<file path="src/rtl/synth_pkg.sv">
// Shared constants for the polyphonic note engine:
// note codes, octave-0 pitch table and half-period helper.
package synth_pkg;

  localparam logic [3:0] NOTE_A    = 4'd0;
  localparam logic [3:0] NOTE_AS   = 4'd1;
  localparam logic [3:0] NOTE_B    = 4'd2;
  localparam logic [3:0] NOTE_C    = 4'd3;
  localparam logic [3:0] NOTE_CS   = 4'd4;
  localparam logic [3:0] NOTE_D    = 4'd5;
  localparam logic [3:0] NOTE_DS   = 4'd6;
  localparam logic [3:0] NOTE_E    = 4'd7;
  localparam logic [3:0] NOTE_F    = 4'd8;
  localparam logic [3:0] NOTE_FS   = 4'd9;
  localparam logic [3:0] NOTE_G    = 4'd10;
  localparam logic [3:0] NOTE_GS   = 4'd11;
  localparam logic [3:0] NOTE_NULL = 4'd15;

  // Octave-0 frequencies in mHz, A0 = 27.5 Hz upward
  localparam int unsigned F0_MHZ [12] = '{
    27500, 29135, 30868, 32703, 34648, 36708,
    38891, 41203, 43654, 46249, 48999, 51913
  };

  function automatic int unsigned h0(
    int unsigned clk_hz,
    int unsigned n
  );
    longint unsigned num;
    longint unsigned den;
    den = 64'(F0_MHZ[n]) * 2;
    num = 64'(clk_hz) * 1000 + 64'(F0_MHZ[n]);
    return 32'(num / den);
  endfunction

  typedef enum logic [1:0] {
    S_IDLE,
    S_LOOKUP,
    S_APPLY
  } state_t;

  typedef struct packed {
    logic       on;
    logic [3:0] note;
    logic [2:0] octave;
  } cmd_t;

endpackage

</file>
<file path="src/rtl/tone_voice.sv">
// One square-wave voice slot: free-running half-period counter,
// phase, amplitude and note tag with load/clear strobes.
module tone_voice #(
  parameter int AMP_W = 8,
  parameter int CNT_W = 20
) (
  input  logic                    clk,
  input  logic                    rst,
  input  logic                    load,
  input  logic                    clear,
  input  logic [3:0]              note,
  input  logic [2:0]              octave,
  input  logic [AMP_W-1:0]        vel,
  input  logic [CNT_W-1:0]        reload,
  output logic                    active,
  output logic [3:0]              tag_note,
  output logic [2:0]              tag_octave,
  output logic signed [AMP_W:0]   contrib
);

  logic [CNT_W-1:0] cnt;
  logic [CNT_W-1:0] rld;
  logic             phase;
  logic [AMP_W-1:0] amp;
  logic signed [AMP_W:0] mag;

  always_ff @(posedge clk or posedge rst) begin
    if (rst) begin
      cnt        <= '0;
      rld        <= '0;
      phase      <= 1'b0;
      amp        <= '0;
      active     <= 1'b0;
      tag_note   <= '0;
      tag_octave <= '0;
    end else if (load) begin
      cnt        <= reload;
      rld        <= reload;
      phase      <= 1'b1;
      amp        <= vel;
      active     <= 1'b1;
      tag_note   <= note;
      tag_octave <= octave;
    end else begin
      if (cnt == '0) begin
        phase <= ~phase;
        cnt   <= rld;
      end else begin
        cnt <= cnt - 1'b1;
      end
      if (clear) active <= 1'b0;
    end
  end

  assign mag     = $signed({1'b0, amp});
  assign contrib = !active ? '0 : (phase ? mag : -mag);

endmodule

</file>
<file path="src/rtl/poly_voice_synth.sv">
// Polyphonic note engine: command FSM, voice allocation with
// retrigger / lowest-free / LRU stealing, and registered mixer.
module poly_voice_synth
  import synth_pkg::*;
#(
  parameter int CLK_HZ = 50_000_000,
  parameter int VOICES = 4,
  parameter int AMP_W  = 8,
  localparam int OUT_W = AMP_W + $clog2(VOICES) + 1
) (
  input  logic              clk,
  input  logic              reset,
  input  logic              key_valid,
  output logic              key_ready,
  input  logic              key_on,
  input  logic [3:0]        key_note,
  input  logic [2:0]        key_octave,
  input  logic [AMP_W-1:0]  key_vel,
  input  logic              panic,
  output logic [VOICES-1:0] voice_active,
  output logic [OUT_W-1:0]  sample_out
);

  localparam int CNT_W = $clog2(h0(CLK_HZ, 0) + 1);
  localparam int VW    = $clog2(VOICES);

  state_t           state;
  cmd_t             cmd;
  logic [AMP_W-1:0] cmd_vel;
  logic [VW-1:0]    tgt;
  logic             do_load;
  logic             do_clear;
  logic [CNT_W-1:0] reload;
  logic             accept;
  logic             apply_ok;

  logic [CNT_W-1:0] h0_rom [16];
  logic [VW-1:0]    rank [VOICES];
  logic [3:0]       tag_note [VOICES];
  logic [2:0]       tag_oct [VOICES];
  logic signed [AMP_W:0] contrib [VOICES];
  logic [VOICES-1:0] load;
  logic [VOICES-1:0] clear;

  logic          m_hit;
  logic          f_hit;
  logic [VW-1:0] m_idx;
  logic [VW-1:0] f_idx;
  logic [VW-1:0] v_idx;
  logic signed [OUT_W-1:0] mix;

  for (genvar g = 0; g < 16; g++) begin : g_rom
    if (g < 12) begin : g_note
      assign h0_rom[g] = CNT_W'(h0(CLK_HZ, g));
    end else begin : g_null
      assign h0_rom[g] = '0;
    end
  end

  // Downward scan leaves the lowest index in each result
  always_comb begin
    m_hit = 1'b0;
    f_hit = 1'b0;
    m_idx = '0;
    f_idx = '0;
    v_idx = '0;
    for (int i = VOICES - 1; i >= 0; i--) begin
      if (voice_active[i] && tag_note[i] == cmd.note
          && tag_oct[i] == cmd.octave) begin
        m_hit = 1'b1;
        m_idx = VW'(i);
      end
      if (!voice_active[i]) begin
        f_hit = 1'b1;
        f_idx = VW'(i);
      end
      if (rank[i] == VW'(VOICES - 1)) v_idx = VW'(i);
    end
  end

  assign accept = key_valid & key_ready & ~panic;

  always_ff @(posedge clk or posedge reset) begin
    if (reset) begin
      state     <= S_IDLE;
      key_ready <= 1'b0;
      cmd       <= '0;
      cmd_vel   <= '0;
      tgt       <= '0;
      do_load   <= 1'b0;
      do_clear  <= 1'b0;
      reload    <= '0;
    end else if (panic) begin
      state     <= S_IDLE;
      key_ready <= 1'b1;
    end else begin
      unique case (state)
        S_IDLE: begin
          key_ready <= ~accept;
          if (accept) begin
            cmd     <= {key_on, key_note, key_octave};
            cmd_vel <= key_vel;
            state   <= S_LOOKUP;
          end
        end
        S_LOOKUP: begin
          do_load  <= cmd.on & (cmd.note <= NOTE_GS);
          do_clear <= ~cmd.on & m_hit;
          tgt      <= (!cmd.on || m_hit) ? m_idx
                    : (f_hit ? f_idx : v_idx);
          reload   <= (h0_rom[cmd.note] >> cmd.octave) - 1'b1;
          state    <= S_APPLY;
        end
        S_APPLY: begin
          state     <= S_IDLE;
          key_ready <= 1'b1;
        end
        default: state <= S_IDLE;
      endcase
    end
  end

  assign apply_ok = (state == S_APPLY) & ~panic;

  always_comb begin
    load  = '0;
    clear = '0;
    for (int v = 0; v < VOICES; v++) begin
      load[v]  = apply_ok & do_load & (tgt == VW'(v));
      clear[v] = panic | (apply_ok & do_clear & (tgt == VW'(v)));
    end
  end

  // LRU ranks: written voice becomes 0, younger ones age by one
  always_ff @(posedge clk or posedge reset) begin
    if (reset) begin
      for (int i = 0; i < VOICES; i++) rank[i] <= VW'(i);
    end else if (apply_ok && do_load) begin
      for (int i = 0; i < VOICES; i++) begin
        if (VW'(i) == tgt) rank[i] <= '0;
        else if (rank[i] < rank[tgt]) rank[i] <= rank[i] + 1'b1;
      end
    end
  end

  for (genvar v = 0; v < VOICES; v++) begin : g_voice
    tone_voice #(
      .AMP_W(AMP_W),
      .CNT_W(CNT_W)
    ) u_voice (
      .clk       (clk),
      .rst       (reset),
      .load      (load[v]),
      .clear     (clear[v]),
      .note      (cmd.note),
      .octave    (cmd.octave),
      .vel       (cmd_vel),
      .reload    (reload),
      .active    (voice_active[v]),
      .tag_note  (tag_note[v]),
      .tag_octave(tag_oct[v]),
      .contrib   (contrib[v])
    );
  end

  always_comb begin
    mix = '0;
    for (int i = 0; i < VOICES; i++) mix = mix + OUT_W'(contrib[i]);
  end

  always_ff @(posedge clk or posedge reset) begin
    if (reset) sample_out <= '0;
    else       sample_out <= mix;
  end

endmodule
</file>
<file path="config.mk">
export PLATFORM = sky130hd
export DESIGN_NAME = poly_voice_synth
export DESIGN_NICKNAME = d
export VERILOG_FILES = /design/src/rtl/synth_pkg.sv /design/src/rtl/tone_voice.sv /design/src/rtl/poly_voice_synth.sv
export SDC_FILE = /design/constraint.sdc
export NUM_CORES = 1
export LEC_CHECK = 0
export BUFFER_PORTS_ARGS = -buffer_cell sky130_fd_sc_hd__buf_2
export CORE_MARGIN = 10
export CORE_UTILIZATION = 57
export CTS_BUF_LIST = sky130_fd_sc_hd__clkbuf_16
export DETAILED_ROUTE_END_ITERATION = 8
export PLACE_DENSITY = 0.79
export RECOVER_POWER = 50
export SLEW_MARGIN = 20
export SYNTH_ARGS = -nofsm -noshare
export SYNTH_HDL_FRONTEND = slang
export SYNTH_SLANG_ARGS = --single-unit
</file>
<file path="constraint.sdc">
create_clock -name clk -period 8.3 [get_ports clk]
set_input_delay 0 -clock clk [delete_from_list [all_inputs] [get_ports clk]]
set_output_delay 0 -clock clk [all_outputs]
set_load 0.02 [all_outputs]
</file>
==> out/metrics.csv <==
stage,metric,value,unit
placement,placed_cells,2218,
die,die_w,189,µm
synthesis,ys_types,79,
global_route,grt_pass1_vias,12800,
synthesis,postSynthAreaPerCell,8.59,µm²
status,status,"complete, but fails checks",
setup_path,crit_chain,dlygate4sd3_1 -> clkbuf_1 -> clkinvlp_2,
synthesis,synth_xor_area_frac,0.0675,
clocking,cts_buffers,31,
setup_path,cp-start-kind,input port,
sta,slew_viol_final,271,
finish,final_nets,1968,
power,power.density,235,nW/µm²
setup_path,cp.arrival,4.01,ns
status,violations,"capacitance limit, slew limit",
synthesis,yosys_most_used_dff,dfrtp_1,
synthesis,synth_compound_area_frac,0.135,
clocking,htree_levels,1,
synthesis,synthesis.nets,1962,
placement,portBuffers,35,
clocking,cts_hold_buf,19,
finish,fillCellCount,2288,
synthesis,ys_seq_area_frac,0.448,
route,ant_nets,0,
setup_path,cp_slowest_cell,clkinvlp_2,
setup_path,crit_path_max_fanout,138,
finish,area_growth,10.1,%
route,vias_per_cell,5.74,
placement,gp_congestion,0.921,
power,ir_drop,214,µV
setup_path,critPathRequiredTime,7.88,ns
setup_path,slowest_delay,3.25,ns
clocking,clock_latency,0.55,ns
sta,finalSetupViolations,0,
setup_path,rr_endpoint,reload[14]$_DFFE_PP0P_,
flow_run,drv_cap,4,
synthesis,synth_top_family_by_area,simple AND/OR/NAND/NOR gates,
die,ios,36,
synthesis,yosys.area_share.simple,0.228,
global_route,grt_max_degree,154,
sta,rsz0062_at_grt,no,
synthesis,yosys_warnings,0,
sta,fin_crit,4.43,ns
clocking,clk_pin_slew,0.06,ns
route,drt-total-wl,38.4,mm
die,initial_core_util,0.580,
die,coreArea,27900,µm²
finish,drive_gt1_frac,0.0668,
setup_path,path_depth,3,
clocking,cts_setup_buffers,0,
sta,worst_pin_slew,5.90,ns
synthesis,synth_edf_count,0,
sta,max_freq,0.226,GHz
synthesis,synth_adder_area_share,0.0512,
min_path,hold_class,input port to flip-flop,
setup_path,crit_type,input port to asynchronous set/reset pin,
die,dieArea,35600,µm²
global_route,grt_first_pass_wirelength,63.8,mm
route,wl_per_cell,16.8,µm
die,die_h,189,µm
clocking,cts_tree,yes,
global_route,antenna_found_initial,0,
finish,instances_no_fill,2294,
die,std_cell_rows,61,
global_route,overflow,0,
setup_path,rr_worst_depth,13,
route,detail_route.drc_violations,0,
route,dr.pass1.iters,5,
clocking,cts-root-buf,clkbuf_16,
synthesis,synthCells,1887,
setup_path,end_kind,asynchronous set/reset pin,
placement,dp_hpwl,25.2,mm
setup_path,path_buf_inv,3,
setup_path,rr_startpoint,cmd[4]$_DFFE_PP0P_,
finish,n_antenna_cell,0,
route,drtIter0Drc,1285,
setup_path,critPathLaunch,reset,
sta,skew,0.00943,ns
power,p_leak,8.23,nW
setup_path,cp_top_family,buffers and inverters,
setup_path,crit_path_end,g_voice[2].u_voice.cnt[14]$_DFF_PP0_,
clocking,cts.path.max_buffers,3,
clocking,cts.sinks,290,
synthesis,synth.mux.area_fraction,0.0280,
synthesis,ys_ff_latch,290,
setup_path,r2r_setup_slack,3.94,ns
clocking,cts_resized,0,
sta,slew_headroom,-2.96,
sta,period_share,0.534,
sta,fin_tns_setup,0,ns
synthesis,syn-cell-area,16200,µm²
synthesis,synth-async-reset-ratio,1.00,
global_route,track_usage,0.213,
sta,finalHoldViolations,0,
route,vias,13200,
[area by class of cell]
class / count / area, µm² / share of cell area
Multi-Input combinational cell: 1430 / 8290 / 0.464
Sequential cell: 290 / 7260 / 0.407
Clock buffer: 31 / 776 / 0.0434
Timing Repair Buffer: 71 / 493 / 0.0276
Tap cell: 378 / 473 / 0.0265
Clock inverter: 25 / 309 / 0.0173
Inverter: 69 / 260 / 0.0146
[cells by family after synthesis]
family	count (synthesis)
and+or+nand+nor	837
buffers and inverters	167
DFF	290
xor gates and xnor gates	125
AOI/OAI and AO/OA	375
muxes	38
adders and majority gates	55
[worst min-delay path: stages]
cell and delay (ns):
dlygate4sd3_1 0.51, buf_2 0.09, nand2_1 0.04, o21ai_0 0.06
[how the worst min path moves through the flow]
stage,from,endpoint,cells past startpoint
after floorplan,key_note[2],cmd[5]$_DFFE_PP0P_,2
after global placement,key_vel[3],cmd_vel[3]$_DFFE_PP0P_,3
after detailed placement,key_vel[6],cmd_vel[6]$_DFFE_PP0P_,3
after CTS,key_valid,cmd_vel[7]$_DFFE_PP0P_,6
after global routing,key_vel[1],cmd_vel[1]$_DFFE_PP0P_,4
final,key_note[1],cmd[4]$_DFFE_PP0P_,4
[cell usage after synthesis (18+ instances only)]
library cell    n  area [µm²]
xnor2_1        74         648
mux2i_1        24         240
fa_1           19         380
clkbuf_1       68         255
inv_1          68         255
nand3_1        29         145
nor3_1         27         135
a21oi_1        50         250
o21ai_0       201        1010
nor2_1         97         364
nand2b_1       18         113
ha_1           36         450
xor2_1         51         447
dfrtp_1       286        7160
nand2_1       539        2020
[where the power goes]
part / internal, W / total [W] / switching (W) / leakage, nW
logic: 0.000366 / 0.000870 / 0.000504 / 4.10
registers: 0.00158 / 0.00186 / 0.000280 / 3.60
clock network: 0.000895 / 0.00146 / 0.000569 / 0.524
[layout by cell type, fill, tap and decap left out, drive strengths merged, types with 6 or more instances in the layout]
master and instances:
nand2 539, dfrtp 286, o21ai 219, nor2 98, xnor2 74, inv 68
xor2 51, a21oi 51, clkbuf 51, ha 36, buf 32, nand3 30
nor3 30, mux2i 24, fa 19, dlygate4sd3 19, nand2b 18, nor2b 17
nor4 17, or3 16, nand4 15, clkinv 14, a31oi 13, a211oi 13
and2 12, or4 12, a21boi 11, mux2 9, a21o 9, o31ai 7
o21a 7, bufinv 7, nand3b 6, o311ai 6
[layer usage]
metal  global-route usage  vias up  share of wire
met4               0.0717        0          0.027
met2                0.346      383           0.47
met3               0.0308       70          0.061
met1                0.286     6359           0.44
met5                    0        -              0
li1                     -     6345              -
[state kept, by name, indices dropped and copies added, names as in the netlist]
| name | cells |
|---|---|
| rank | 8 |
| g_voice.u_voice.phase | 4 |
| do_clear | 1 |
| tgt | 2 |
| g_voice.u_voice.amp | 32 |
| g_voice.u_voice.rld | 80 |
| g_voice.u_voice.cnt | 80 |
| reload | 20 |
| cmd | 8 |
| do_load | 1 |
| g_voice.u_voice.active | 4 |
| g_voice.u_voice.tag_note | 16 |
| sample_out | 11 |
| cmd_vel | 8 |
| state | 2 |
| g_voice.u_voice.tag_octave | 12 |
| key_ready | 1 |
[metrics by stage]
| stage | setup slack (ns) | total power, W | utilization | hold WS, ns | area (µm²) |
|---|---|---|---|---|---|
| 6_report | 3.87 | 0.00419 | 0.639 | 0.182 | 17900 |
| 3_5_place_dp | 4.00 | 0.00272 | 0.594 | 0.195 | 16600 |
| 4_1_cts | 3.98 | 0.00419 | 0.640 | 0.156 | 17900 |
| 2_1_floorplan | 0.301 | 0.00244 | - | 0.105 | 16200 |
| 5_1_grt | 2.81 | 0.00440 | 0.639 | 0.205 | 17900 |
| 3_3_place_gp | 4.21 | 0.00269 | 0.594 | 0.191 | 16600 |
Power figures use the tool's default switching activity.
